===== config.mk =====
export PLATFORM = sky130hd
export DESIGN_NAME = regfile_mp
export DESIGN_NICKNAME = d
export VERILOG_FILES = /design/src/rtl/regfile_pkg.sv /design/src/rtl/regfile_word.sv /design/src/rtl/regfile_mp.sv
export SDC_FILE = /design/constraint.sdc
export NUM_CORES = 1
export LEC_CHECK = 0
export ABC_AREA = 1
export BUFFER_PORTS_ARGS = -buffer_cell sky130_fd_sc_hd__buf_2
export CORE_AREA = 2 2 193 195
export DETAILED_ROUTE_END_ITERATION = 8
export DIE_AREA = 0 0 195 197
export GPL_ROUTABILITY_DRIVEN = 0
export PLACE_DENSITY_LB_ADDON = 0.2
export SYNTH_ARGS = -nofsm -noshare
export SYNTH_HDL_FRONTEND = slang
export SYNTH_SLANG_ARGS = --single-unit

===== constraint.sdc =====
create_clock -name clk -period 3.1 [get_ports clk]
set_input_delay 0.62 -clock clk [delete_from_list [all_inputs] [get_ports clk]]
set_output_delay 0.62 -clock clk [all_outputs]
set_load 0.02 [all_outputs]

===== src/rtl/regfile_pkg.sv =====
// +------------------------------------------------------------------+
// | regfile_pkg : shared defaults and index type for regfile_mp  r1.0 |
// +------------------------------------------------------------------+
`default_nettype none

package regfile_pkg;
  localparam int REGFILE_WIDTH    = 16;
  localparam int REGFILE_NUM_REGS = 16;

  typedef logic [3:0] reg_idx_t;

  localparam reg_idx_t ZERO_REG = '0;
endpackage

`default_nettype wire


===== src/rtl/regfile_word.sv =====
// +------------------------------------------------------------------+
// | regfile_word : WIDTH-bit storage word, write enable, sync reset  r1.0 |
// +------------------------------------------------------------------+
`default_nettype none

module regfile_word #(
  parameter int WIDTH = 16
) (
  input  logic             clk,
  input  logic             rst,
  input  logic             wen,
  input  logic [WIDTH-1:0] d,
  output logic [WIDTH-1:0] q
);

  always_ff @(posedge clk) begin
    if (rst) begin
      q <= '0;
    end else if (wen) begin
      q <= d;
    end
  end

endmodule

`default_nettype wire


===== src/rtl/regfile_mp.sv =====
// +------------------------------------------------------------------+
// | regfile_mp : multi-read-port register file with busy scoreboard  r1.0 |
// | Optional REGFILE_BYPASS_EN forwards same-cycle writeback to reads.   |
// +------------------------------------------------------------------+
`default_nettype none

module regfile_mp
  import regfile_pkg::*;
#(
  parameter int WIDTH    = REGFILE_WIDTH,
  parameter int NUM_REGS = REGFILE_NUM_REGS,
  parameter int NUM_RD   = 2,
  parameter int AW       = $clog2(NUM_REGS)
) (
  input  logic                    clk,
  input  logic                    rst,
  input  logic                    wr_en,
  input  logic [AW-1:0]           wr_addr,
  input  logic [WIDTH-1:0]        wr_data,
  input  logic                    iss_en,
  input  logic [AW-1:0]           iss_addr,
  input  logic [NUM_RD*AW-1:0]    rd_addr,
  output logic [NUM_RD*WIDTH-1:0] rd_data,
  output logic [NUM_RD-1:0]       rd_busy,
  output logic [NUM_REGS-1:0]     busy_vec
);

  logic [WIDTH-1:0]    regs [NUM_REGS];
  logic [NUM_REGS-1:0] busy_next;

  assign regs[0] = '0;

  genvar i;
  generate
    for (i = 1; i < NUM_REGS; i++) begin : g_word
      logic wen;
      assign wen = wr_en && (wr_addr == AW'(i));

      regfile_word #(
        .WIDTH (WIDTH)
      ) u_word (
        .clk (clk),
        .rst (rst),
        .wen (wen),
        .d   (wr_data),
        .q   (regs[i])
      );
    end
  endgenerate

  // Clear before set so a same-edge issue to the written register wins.
  always_comb begin
    busy_next = busy_vec;
    if (wr_en) begin
      busy_next[wr_addr] = 1'b0;
    end
    if (iss_en && (iss_addr != AW'(ZERO_REG))) begin
      busy_next[iss_addr] = 1'b1;
    end
    busy_next[0] = 1'b0;
  end

  always_ff @(posedge clk) begin
    if (rst) begin
      busy_vec <= '0;
    end else begin
      busy_vec <= busy_next;
    end
  end

  genvar k;
  generate
    for (k = 0; k < NUM_RD; k++) begin : g_rd
      logic [AW-1:0] ra;
      assign ra = rd_addr[k*AW +: AW];
`ifdef REGFILE_BYPASS_EN
      logic fwd;
      assign fwd = wr_en && (wr_addr == ra) && (ra != AW'(ZERO_REG));
      assign rd_data[k*WIDTH +: WIDTH] = fwd ? wr_data : regs[ra];
      assign rd_busy[k]                = fwd ? 1'b0 : busy_vec[ra];
`else
      assign rd_data[k*WIDTH +: WIDTH] = regs[ra];
      assign rd_busy[k]                = busy_vec[ra];
`endif
    end
  endgenerate

endmodule

`default_nettype wire

== Word-level counts from Yosys, hierarchy flattened ==
Cells that the tools add are included.
Widths: inputs -> output; s select.

* Bits of input ports: 36
* Output and inout port bits: 50
* Register bits: 256
* Word-level logic and storage cells: 80

* Mux-type cells: 16
* Equal/unequal tests: 15
* $lt $le $gt $ge: 8
* Bitwise gates (word level): 5
* Reductions and logical operators: 19

{| class="wikitable"
|+ Operators by type and width
! kind !! number
|-
| $bmux 16 s4 || 2
|-
| $mux 16 || 6
|-
| $eq 4x4->1 const B || 8
|-
| $lt 4x5->1 const B || 4
|-
| $logic_and 1x1->1 || 18
|-
| $and 16x16->16 || 1
|-
| $eq 4x3->1 const B || 4
|-
| $not 16->16 || 1
|-
| $or 16x16->16 || 1
|-
| $ge 5x5->1 const B || 2
|-
| $not 4->5 || 2
|-
| $bmux 1 s4 || 2
|-
| $demux 1 s4 || 2
|-
| $eq 4x2->1 const B || 2
|-
| $ge 4x1->1 const B || 2
|-
| $eq 4x1->1 const B || 1
|-
| $mux 1 || 4
|-
| $reduce_bool 4->1 || 1
|}

== Longest topological paths before layout ==
* Depth in word-level cells: 9
* Gate-level depth with buffers: 8

== Modules after synthesis ==
A second synthesis with hierarchy kept.

* Cells, all modules: 2,953
* Area total of the unflattened synthesis: 16,459.5 sq um

{| class="wikitable"
|+ By module, submodules not included
! module !! instances !! area each (sq um) !! cells each !! seq. area each (sq um)
|-
| regfile_word || 15 || 670.6 || 101 || 320.3
|-
| regfile_mp || 1 || 6,399.9 || 1,438 || 300.3
|}

== Worst setup path after synthesis ==
Ideal clock, no wire load.

* Kind: in2out
* Start point: input rd_addr[5]
* End point: output rd_data[16]
* Stages: 7
* Data required time: 2,480 ps
* Buffers on the path: 2
* Path slack: 809 ps
* Arrival time: 1,671 ps
* Path through: clkbuf_1 > nor2_1 > buf_2 > nand2_1 > nand3_1 > nand3_1 > nand2_1

* Cells in the longest elaborated chain, start to end: 4

{| class="wikitable"
|+ RTL lines
! item !! line !! text
|-
| from (decl) || regfile_mp.sv:22 || <nowiki>input logic [NUM_RD*AW-1:0] rd_addr,</nowiki>
|-
| $not 4->5 (not written as such) || regfile_mp.sv:82 || <nowiki>assign rd_data[k*WIDTH +: WIDTH] = regs[ra];</nowiki>
|-
| $bmux 16 s4 || regfile_mp.sv:82 ||
|-
| $mux 16 (not written as such) (2 in series) || regfile_mp.sv:82 ||
|-
| to (decl) || regfile_mp.sv:23 || <nowiki>output logic [NUM_RD*WIDTH-1:0] rd_data,</nowiki>
|}

No other way between the ends. The select of a mux whose other input is x is not followed.

== Final worst setup path ==
* Start point: input rd_addr[0]
* End point: output rd_data[4]

The elaborated chain is that of the path after synthesis.

==> flow_summary.toml <==
[worst_setup_path]
crit_family = "buffers and inverters"
cp_common_cell = "sky130_fd_sc_hd__nand3_1"
timing.critical_path.from_type = "input pin"
timing.critical_path.required_ns = 2.48
timing.critical_path.slowest_stage_cell = "sky130_fd_sc_hd__buf_12"
setup.worst_path.class = "in2out"
r2r_path_start = "busy_vec[6]"
crit_arrival_ns = 2.04
timing.critical_path.to_type = "primary output"
beginning_of_the_critical_path = "rd_addr[0]"
slowest_delay_ns = 0.27
r2r_slack_ns = 2.26
cp_cell_sequence = "buf_4, inv_4, buf_12, nand2_1, nand3_1, nand3_1, nand3_1, nand2_1, buf_2"
worstPathBufferInverterCount = 4
critical_path.max_fanout = 40

[sta]
setup_viol = 0
setup-tns-final_ns = 0
maxSlewViolCount = 0
unrepaired_setup_endpoints_after_global_routing = "no"
finClkSkew_ns = 0
timing.hold.ws_ns = 0.431
timing_worst_slew_pin_value_ns = 0.662
timing.final.crit_share_pct = 85.9
period_needed_ns = 2.66
timing_hold_violations_final = 0
worst_slew_margin_rel_pct = 55.8
max_freq_mhz = 376

[floorplan]
die_area_mm2 = 0.0384
floorplan.io_pins = 86
placeable_core_region_mm2 = 0.0363
rows = 70
fp.dieH_um = 197
start_util_pct = 41.6
fp.dieW_um = 195

[status]
result_of_the_run = "complete, no violations"

[cts]
worst_setup_hold_path_clk_slew_ns = 0.06
cts-resized-gates = 0
cts_num_sinks = 255
post_cts_buffers = 0
cts.htree.levels = 1
tritoncts.num_buffers = 29
max-clock-path-buffers = 3
root_buffer = "sky130_fd_sc_hd__clkbuf_16"
worst_skew_pair.late_latency_ns = 0.56
cts_hold_buffers = 0
cts_tree = "done"

[synth]
postSynthAreaPerCell_um2 = 6.21
synth_fp_nets = 2461
syn-cell-area_mm2 = 0.0151
synth_compound_area_share_pct = 12.3
ys_seq_elements = 255
synth_fa_ha_area_share_pct = 0
synthesis.yosys.warnings = 0
synth_top_area_share_pct = 33.9
synth.top_cells.by_area = "sky130_fd_sc_hd__dfxtp_1, sky130_fd_sc_hd__nand2_1, sky130_fd_sc_hd__nand3_1"
seq_area_frac_synth_pct = 33.9
synth_cell_type_count = 22
synthDominantAreaCellType = "sky130_fd_sc_hd__dfxtp_1"
synth_top_family_by_area = "simple AND/OR/NAND/NOR gates"
synthMuxAreaShare_pct = 0
post_synth_inst_count = 2425
synth_xor_xnor_area_share_pct = 0
synthSimpleGateAreaFrac_pct = 40.5

[routing]
vias = 16476
drcViolationCount = 0
wire_per_inst_um = 21.4
postRouteAntennaNets = 0
drt_first_pass_iters = 6
drt_wl_total_mm = 62.3
routed_via_density = 5.66
detailed_router_s_first_iteration_violation_count = 1995

[final_layout]
final_core_utilization_pct = 46.5
post_route_cells_drive_above_1_share_pct = 11.4
area_growth_pct = 11.9
final.fill_count = 3796
nets = 2451
stdcell_count = 2910
most_used_cells_in_the_layout_excluding_fill_and_tap_cells = "sky130_fd_sc_hd__nand2_1, sky130_fd_sc_hd__nand3_1, sky130_fd_sc_hd__inv_1, sky130_fd_sc_hd__dfxtp_1, sky130_fd_sc_hd__a21oi_1"
layout.cells.most_common = "sky130_fd_sc_hd__nand2_1"

[run]
drv_cap = 0

[placed_design]
numPortBuffers = 84
dp_hpwl_mm = 39.8
placedCellCount = 2852

[power]
p_per_area_mw_per_mm2 = 503
total_leakage_power_uw = 0.00710
fin_total_pwr_uw = 8480
max-vdd-ir-drop_mv = 0.412

[grt]
globalRouteTotalUtil_pct = 32.1
grt_start_max_net_pins = 65
grt_pass1_wl_mm = 93.9
global_route.overflow_total = 0
number_of_antenna_violations_at_the_first_check_in_global_routing = 8
via_count_of_the_first_global_routing_pass = 15498

[min_path]
hold_path.class = "in2reg"
min_from = "iss_addr[3]"
-- logic make-up after synthesis --
logic type / count (synthesis)
AND/OR/NAND/NOR: 1430
buffers and inverters: 464
AO/OA/AOI/OAI: 275
flip-flops: 255
other: 1
-- cells in the mapped netlist, drive strengths merged --
cell type  number
buf            94
nand2         881
nor2           87
conb            1
o21ai           4
inv           277
clkinv          6
a211oi         64
nand3         462
dfxtp         255
clkbuf         87
a21oi         191
o21bai         16
-- per-stage QoR --
stage          cell area, um2  setup WS, ns
2_1_floorplan           15100         0.809
3_3_place_gp            15800         0.485
3_5_place_dp            15800         0.481
4_1_cts                 16900         0.475
5_1_grt                 16900         0.372
6_report                16900         0.438
-- worst reg2reg max path, cell delays in order (launching register included) --
cell                      delay, ns
sky130_fd_sc_hd__dfxtp_1       0.52
sky130_fd_sc_hd__nand2_1       0.09
sky130_fd_sc_hd__a21oi_1       0.15
-- worst paths after layout --
kind                                  to  cells past startpoint
setup / recovery              rd_data[4]                      9
hold / removal               busy_vec[3]                      4
setup reg to reg             busy_vec[6]                      2
hold reg to reg   g_word[10].u_word.q[6]                      2
-- sequential cells by signal (all words and copies together) (netlist names) --
signal,flops
busy_vec,15
g_word.u_word.q,240
-- cell type report --
cell class | instances | area [um2] | share of cell area (%)
multi-input cells | 1706 | 7960 | 47.2
clock inverters | 16 | 240 | 1.42
repair buffers | 140 | 1080 | 6.41
well taps | 468 | 586 | 3.47
inverters | 283 | 1070 | 6.33
diodes | 5 | 12.5 | 0.0742
flip-flops and latches | 255 | 5100 | 30.3
clock buffers | 37 | 816 | 4.84
-- layer usage --
layer  GRT usage [%]  routed length [um]  share of wire (%)
met5               0                  16              0.026
met1            41.5               24800                 40
met4            20.7                4460                7.2
met2            49.6               27000                 43
met3            5.29                5990                9.6
-- power by group --
group / leakage [uW] / switching, uW / internal, uW
combinational: 0.00451 / 916 / 365
clock: 0.000524 / 1490 / 2350
sequential: 0.00206 / 31.9 / 3330
(Power assumes the default switching activity.)
